`src/rtl/truth_table_sequencer_pkg.sv`:
```
// Shared constants for the truth-table sequencer: default geometry, FSM
// state encodings and the settle-counter sizing helper.
package truth_table_sequencer_pkg;

  localparam int TT_N_IN_DEF   = 4;
  localparam int TT_SETTLE_DEF = 2;

  localparam logic [1:0] ST_IDLE   = 2'd0;
  localparam logic [1:0] ST_APPLY  = 2'd1;
  localparam logic [1:0] ST_SAMPLE = 2'd2;
  localparam logic [1:0] ST_DONE   = 2'd3;

  // Counter must reach SETTLE-1; keep at least one bit for SETTLE==1.
  function automatic int tt_cnt_width(input int settle);
    return (settle > 1) ? $clog2(settle) : 1;
  endfunction

endpackage

```
`src/rtl/truth_table_sequencer_settle_timer.sv`:
```
// Settle timer: counts held cycles of one vector and flags the last of
// SETTLE cycles while enabled.
module tt_settle_timer
  import truth_table_sequencer_pkg::*;
#(
  parameter int SETTLE = TT_SETTLE_DEF
) (
  input  logic clk,
  input  logic rst_n,
  input  logic clear,
  input  logic enable,
  output logic tc
);

  localparam int              CW     = tt_cnt_width(SETTLE);
  localparam logic [CW-1:0]   TC_VAL = CW'(SETTLE - 1);
  localparam logic [CW-1:0]   ONE    = CW'(1);

  logic [CW-1:0] cnt_r;

  // Settle cycle counter; cleared whenever the FSM is outside APPLY.
  always_ff @(posedge clk or negedge rst_n) begin
    if (!rst_n) begin
      cnt_r <= {CW{1'b0}};
    end else if (clear) begin
      cnt_r <= {CW{1'b0}};
    end else if (enable) begin
      cnt_r <= cnt_r + ONE;
    end else begin
      cnt_r <= cnt_r;
    end
  end

  assign tc = enable && (cnt_r == TC_VAL);

endmodule

```
`src/rtl/truth_table_sequencer.sv`:
```
// Truth-table sequencer: walks all 2**N_IN input vectors, samples f_in after
// a settle delay, assembles the table, counts ones and checks against exp_tt.
module truth_table_sequencer
  import truth_table_sequencer_pkg::*;
#(
  parameter int N_IN   = TT_N_IN_DEF,
  parameter int SETTLE = TT_SETTLE_DEF
) (
  input  logic                   clk,
  input  logic                   rst_n,
  input  logic                   start,
  input  logic                   abort,
  input  logic                   f_in,
  input  logic [(1<<N_IN)-1:0]   exp_tt,
  output logic [N_IN-1:0]        vec_out,
  output logic                   busy,
  output logic                   done,
  output logic [(1<<N_IN)-1:0]   table_out,
  output logic [N_IN:0]          ones_cnt,
  output logic                   mismatch
);

  localparam int                TT_W     = 1 << N_IN;
  localparam logic [N_IN-1:0]   VEC_LAST = {N_IN{1'b1}};
  localparam logic [N_IN-1:0]   VEC_ONE  = N_IN'(1);

  logic [1:0]        state_r;
  logic [1:0]        next_state_s;
  logic              settle_tc_s;
  logic [N_IN-1:0]   vec_r;
  logic [TT_W-1:0]   table_r;
  logic [N_IN:0]     ones_r;
  logic              mismatch_r;
  logic              busy_r;
  logic              done_r;

  tt_settle_timer #(
    .SETTLE (SETTLE)
  ) u_settle (
    .clk    (clk),
    .rst_n  (rst_n),
    .clear  (state_r != ST_APPLY),
    .enable (state_r == ST_APPLY),
    .tc     (settle_tc_s)
  );

  // Next-state decode; abort only matters while the scan is running.
  always_comb begin
    next_state_s = state_r;
    case (state_r)
      ST_IDLE: begin
        if (start) begin
          next_state_s = ST_APPLY;
        end else begin
          next_state_s = ST_IDLE;
        end
      end
      ST_APPLY: begin
        if (abort) begin
          next_state_s = ST_IDLE;
        end else if (settle_tc_s) begin
          next_state_s = ST_SAMPLE;
        end else begin
          next_state_s = ST_APPLY;
        end
      end
      ST_SAMPLE: begin
        if (abort) begin
          next_state_s = ST_IDLE;
        end else if (vec_r == VEC_LAST) begin
          next_state_s = ST_DONE;
        end else begin
          next_state_s = ST_APPLY;
        end
      end
      ST_DONE: begin
        next_state_s = ST_IDLE;
      end
      default: begin
        next_state_s = ST_IDLE;
      end
    endcase
  end

  // State, status flags and the scan datapath (vector, table, ones, compare).
  always_ff @(posedge clk or negedge rst_n) begin
    if (!rst_n) begin
      state_r    <= ST_IDLE;
      vec_r      <= {N_IN{1'b0}};
      table_r    <= {TT_W{1'b0}};
      ones_r     <= {(N_IN+1){1'b0}};
      mismatch_r <= 1'b0;
      busy_r     <= 1'b0;
      done_r     <= 1'b0;
    end else begin
      state_r <= next_state_s;
      busy_r  <= (next_state_s == ST_APPLY) || (next_state_s == ST_SAMPLE);
      done_r  <= (next_state_s == ST_DONE);
      case (state_r)
        ST_IDLE: begin
          if (start) begin
            vec_r      <= {N_IN{1'b0}};
            table_r    <= {TT_W{1'b0}};
            ones_r     <= {(N_IN+1){1'b0}};
            mismatch_r <= 1'b0;
          end else begin
            vec_r      <= vec_r;
          end
        end
        ST_APPLY, ST_SAMPLE: begin
          if (abort) begin
            vec_r      <= {N_IN{1'b0}};
            table_r    <= {TT_W{1'b0}};
            ones_r     <= {(N_IN+1){1'b0}};
            mismatch_r <= 1'b0;
          end else if (state_r == ST_SAMPLE) begin
            table_r[vec_r] <= f_in;
            ones_r         <= ones_r + {{N_IN{1'b0}}, f_in};
            if (vec_r != VEC_LAST) begin
              vec_r <= vec_r + VEC_ONE;
            end else begin
              // Last bit is still in flight, so splice f_in into the compare.
              mismatch_r <= ({f_in, table_r[TT_W-2:0]} != exp_tt);
            end
          end else begin
            vec_r <= vec_r;
          end
        end
        default: begin
          vec_r <= vec_r;
        end
      endcase
    end
  end

  assign vec_out   = vec_r;
  assign busy      = busy_r;
  assign done      = done_r;
  assign table_out = table_r;
  assign ones_cnt  = ones_r;
  assign mismatch  = mismatch_r;

endmodule

```
`config.mk`:
```
export PLATFORM = sky130hd
export DESIGN_NAME = truth_table_sequencer
export DESIGN_NICKNAME = d
export VERILOG_FILES = /design/src/rtl/truth_table_sequencer_pkg.sv /design/src/rtl/truth_table_sequencer_settle_timer.sv /design/src/rtl/truth_table_sequencer.sv
export SDC_FILE = /design/constraint.sdc
export NUM_CORES = 1
export LEC_CHECK = 0
export BUFFER_PORTS_ARGS = -buffer_cell sky130_fd_sc_hd__buf_2
export CORE_UTILIZATION = 50
export CTS_CLUSTER_DIAMETER = 150
export DETAILED_ROUTE_END_ITERATION = 7
export GPL_ROUTABILITY_DRIVEN = 0
export PLACE_DENSITY = 0.81
export SYNTH_ARGS = -nofsm -noshare
export SYNTH_HDL_FRONTEND = slang
export SYNTH_SLANG_ARGS = --single-unit
```
`constraint.sdc`:
```
create_clock -name clk -period 2.65 [get_ports clk]
set_clock_uncertainty 0.15 [all_clocks]
set_input_delay 0.53 -clock clk [delete_from_list [all_inputs] [get_ports clk]]
set_output_delay 0.53 -clock clk [all_outputs]
set_load 0.01 [all_outputs]
```
==> results.py <==
metrics = {
    "die": {
        "initial_core_util": 0.520,
        "coreArea_sq_um": 3340,
        "num_io_pins": 49,
        "die_w_um": 60.9,
        "rows": 21,
        "dieArea_sq_um": 3710,
        "die_height_um": 60.9,
    },
    "cts": {
        "cts_resized": 0,
        "cts_buffer_depth": 2,
        "post-cts-setup-buffers": 0,
        "clk_latency_ps": 320,
        "cts_tree": "done",
        "postCtsHoldBufs": 0,
        "clock-sinks": 31,
        "root_buffer": "clkbuf_4",
        "cts_buffers": 5,
        "clkTransAtPathRegs_ps": 90,
        "h-tree-depth": 2,
    },
    "route": {
        "wl_per_cell_um": 13.3,
        "drtPass1Iterations": 4,
        "num_vias": 1431,
        "antenna_left": 0,
        "drt-initial-drc-count": 43,
        "drc_errors": 0,
        "wl_um": 3570,
        "vias_per_cell": 5.34,
    },
    "logic_synthesis": {
        "synth_top_family_by_area": "simple AND/OR/NAND/NOR gates",
        "ys_ff_latch": 31,
        "synth_edf_count": 0,
        "syn_area_sq_um": 1740,
        "async_flop_share": 1.00,
        "synth_compound_area_frac": 0.0519,
        "syn_nets": 205,
        "synth_xor_area_frac": 0.0958,
        "synth_ff_type": "dfrtp_1",
        "synthMuxAreaShare": 0.0951,
        "yosysUniqueCellTypes": 27,
        "syn_avg_cell_area_sq_um": 9.98,
        "synth-adder-area-share": 0.0720,
        "synth_simple_gate_area_frac": 0.212,
        "synth_cells": 174,
        "synth-seq-area-share": 0.447,
        "yosysWarnings": 0,
    },
    "worst_hold_path": {
        "hold_path.class": "in -> async",
    },
    "global_route": {
        "grt_max_degree": 32,
        "grt_pass1_vias": 1245,
        "antenna_found_initial": 0,
        "grt_use_total": 0.220,
        "grt_pass1_wl_um": 5700,
        "gr-total-overflow": 0,
    },
    "power_and_ir_drop": {
        "fin_total_pwr_mw": 0.970,
        "peakVddDrop_uv": 246,
        "power.density_nw_per_um2": 473,
        "leakage_nw": 1.15,
    },
    "finish": {
        "final_util": 0.614,
        "nNetsFinal": 254,
        "antennaDiodeCount": 0,
        "final_layout_size_suffix_gt1_frac": 0.261,
        "postLayoutCellArea_sq_um": 2050,
        "final_cell_mix": "48 x buf_2, 31 x dfrtp_1, 22 x nand2_1, 19 x nand3_1, 19 x xor2_1",
        "finalNonFillerCells": 268,
        "final_common_cell": "buf_2",
        "area_growth_pct": 17.9,
    },
    "placed_design": {
        "dp_hpwl_um": 2670,
        "dp_cells": 262,
        "postPlaceCellArea_sq_um": 2010,
        "place.port_buffers": 48,
    },
    "worst_setup_path": {
        "worst_r2r_path_depth": 6,
        "critPathCaptureType": "flip-flop",
        "cp.arrival_ps": 2230,
        "crit_fanout": 21,
        "crit_required_ps": 2740,
        "start_kind": "flip-flop",
        "rrSetupSlack_ps": 510,
        "worst-setup-path-type": "reg -> reg",
    },
    "run_status": {
        "status": "complete, no violations",
    },
    "timing": {
        "slew_headroom": 0.556,
        "timing.fmax_mhz": 467,
        "slew_viol_final": 0,
        "setup_viol": 0,
        "min_period_ps": 2140,
        "period_share": 0.808,
        "finalHoldViolCount": 0,
        "rsz0062_at_grt": "false",
        "finalSetupTns_ps": 0,
        "worst_pin_slew_ps": 666,
    },
    "run": {
        "cap_violations": 0,
    },
}
-- flip-flops by register name, indices dropped and copies added, names as in the netlist --
signal and flops:
busy 1, vec_out 4, ones_cnt 5, mismatch 1
u_settle.cnt_r 1, table_out 16, done 1, state_r 2
-- cell type report --
type	count	area (sq um)
Fill cell	312	1290
Multi-Input combinational cell	132	915
Sequential cell	31	776
Inverter	5	18.8
Tap cell	46	57.6
Timing Repair Buffer	48	240
Clock buffer	6	41.3
-- power breakdown --
group	total [mW]	leakage [nW]	switching, mW	internal [mW]
clock network	0.241	0.0242	0.147	0.0942
logic	0.219	0.697	0.142	0.0777
registers	0.510	0.428	0.0181	0.492
total	0.970	1.15	0.306	0.663
-- per-stage QoR --
stage	setup slack, ps	hold WS (ps)
after floorplan	689	84.4
after global placement	584	279
after detailed placement	530	287
after CTS	506	94.3
after global routing	407	125
final	508	76.6
-- cells by family after synthesis --
| group | after synthesis |
|---|---|
| multiplexers | 16 |
| XOR/XNOR | 19 |
| adder cells (fa/ha/maj) | 10 |
| AO/OA/AOI/OAI | 14 |
| AND/OR/NAND/NOR | 73 |
| buffers and inverters | 11 |
| flip-flops | 31 |
-- worst paths after layout --
check,start,to
setup reg to reg,state_r[1],table_out[3]
hold reg to reg,u_settle.cnt_r,u_settle.cnt_r
min in group clk,u_settle.cnt_r,u_settle.cnt_r
max in group asynchronous,rst_n,ones_cnt[1]
hold / removal,rst_n,table_out[6]
setup / recovery,state_r[1],table_out[3]
-- Yosys cell counts (4+ instances only) --
library cell	count	share of area
dfrtp_1	31	0.45
nor4_1	4	0.014
buf_2	4	0.012
mux2i_1	15	0.086
nand2_1	22	0.048
nand4_1	5	0.018
nor2b_1	4	0.014
inv_1	5	0.011
nor2_1	9	0.019
o21ai_0	5	0.014
nand3_1	19	0.055
ha_1	10	0.072
xor2_1	19	0.096
-- per-layer routing --
| metal | global-route usage | up-vias | part of all wire | wire (um) |
|---|---|---|---|---|
| met5 | 0 | - | 0 | 0 |
| met4 | 0.136 | 0 | 0.037 | 131 |
| met3 | 0.0490 | 14 | 0.044 | 157 |
| met2 | 0.314 | 42 | 0.46 | 1640 |
| met1 | 0.305 | 676 | 0.46 | 1650 |
| li1 | - | 699 | - | - |
-- worst max-delay path: stages, from the launching register on --
cell and delay, ps:
dfrtp_1 370, inv_1 70, ha_1 330, or3b_4 430, and2_2 350, nand3_1 170, mux2i_1 200
Note: power is estimated with default switching activity, not from simulation.
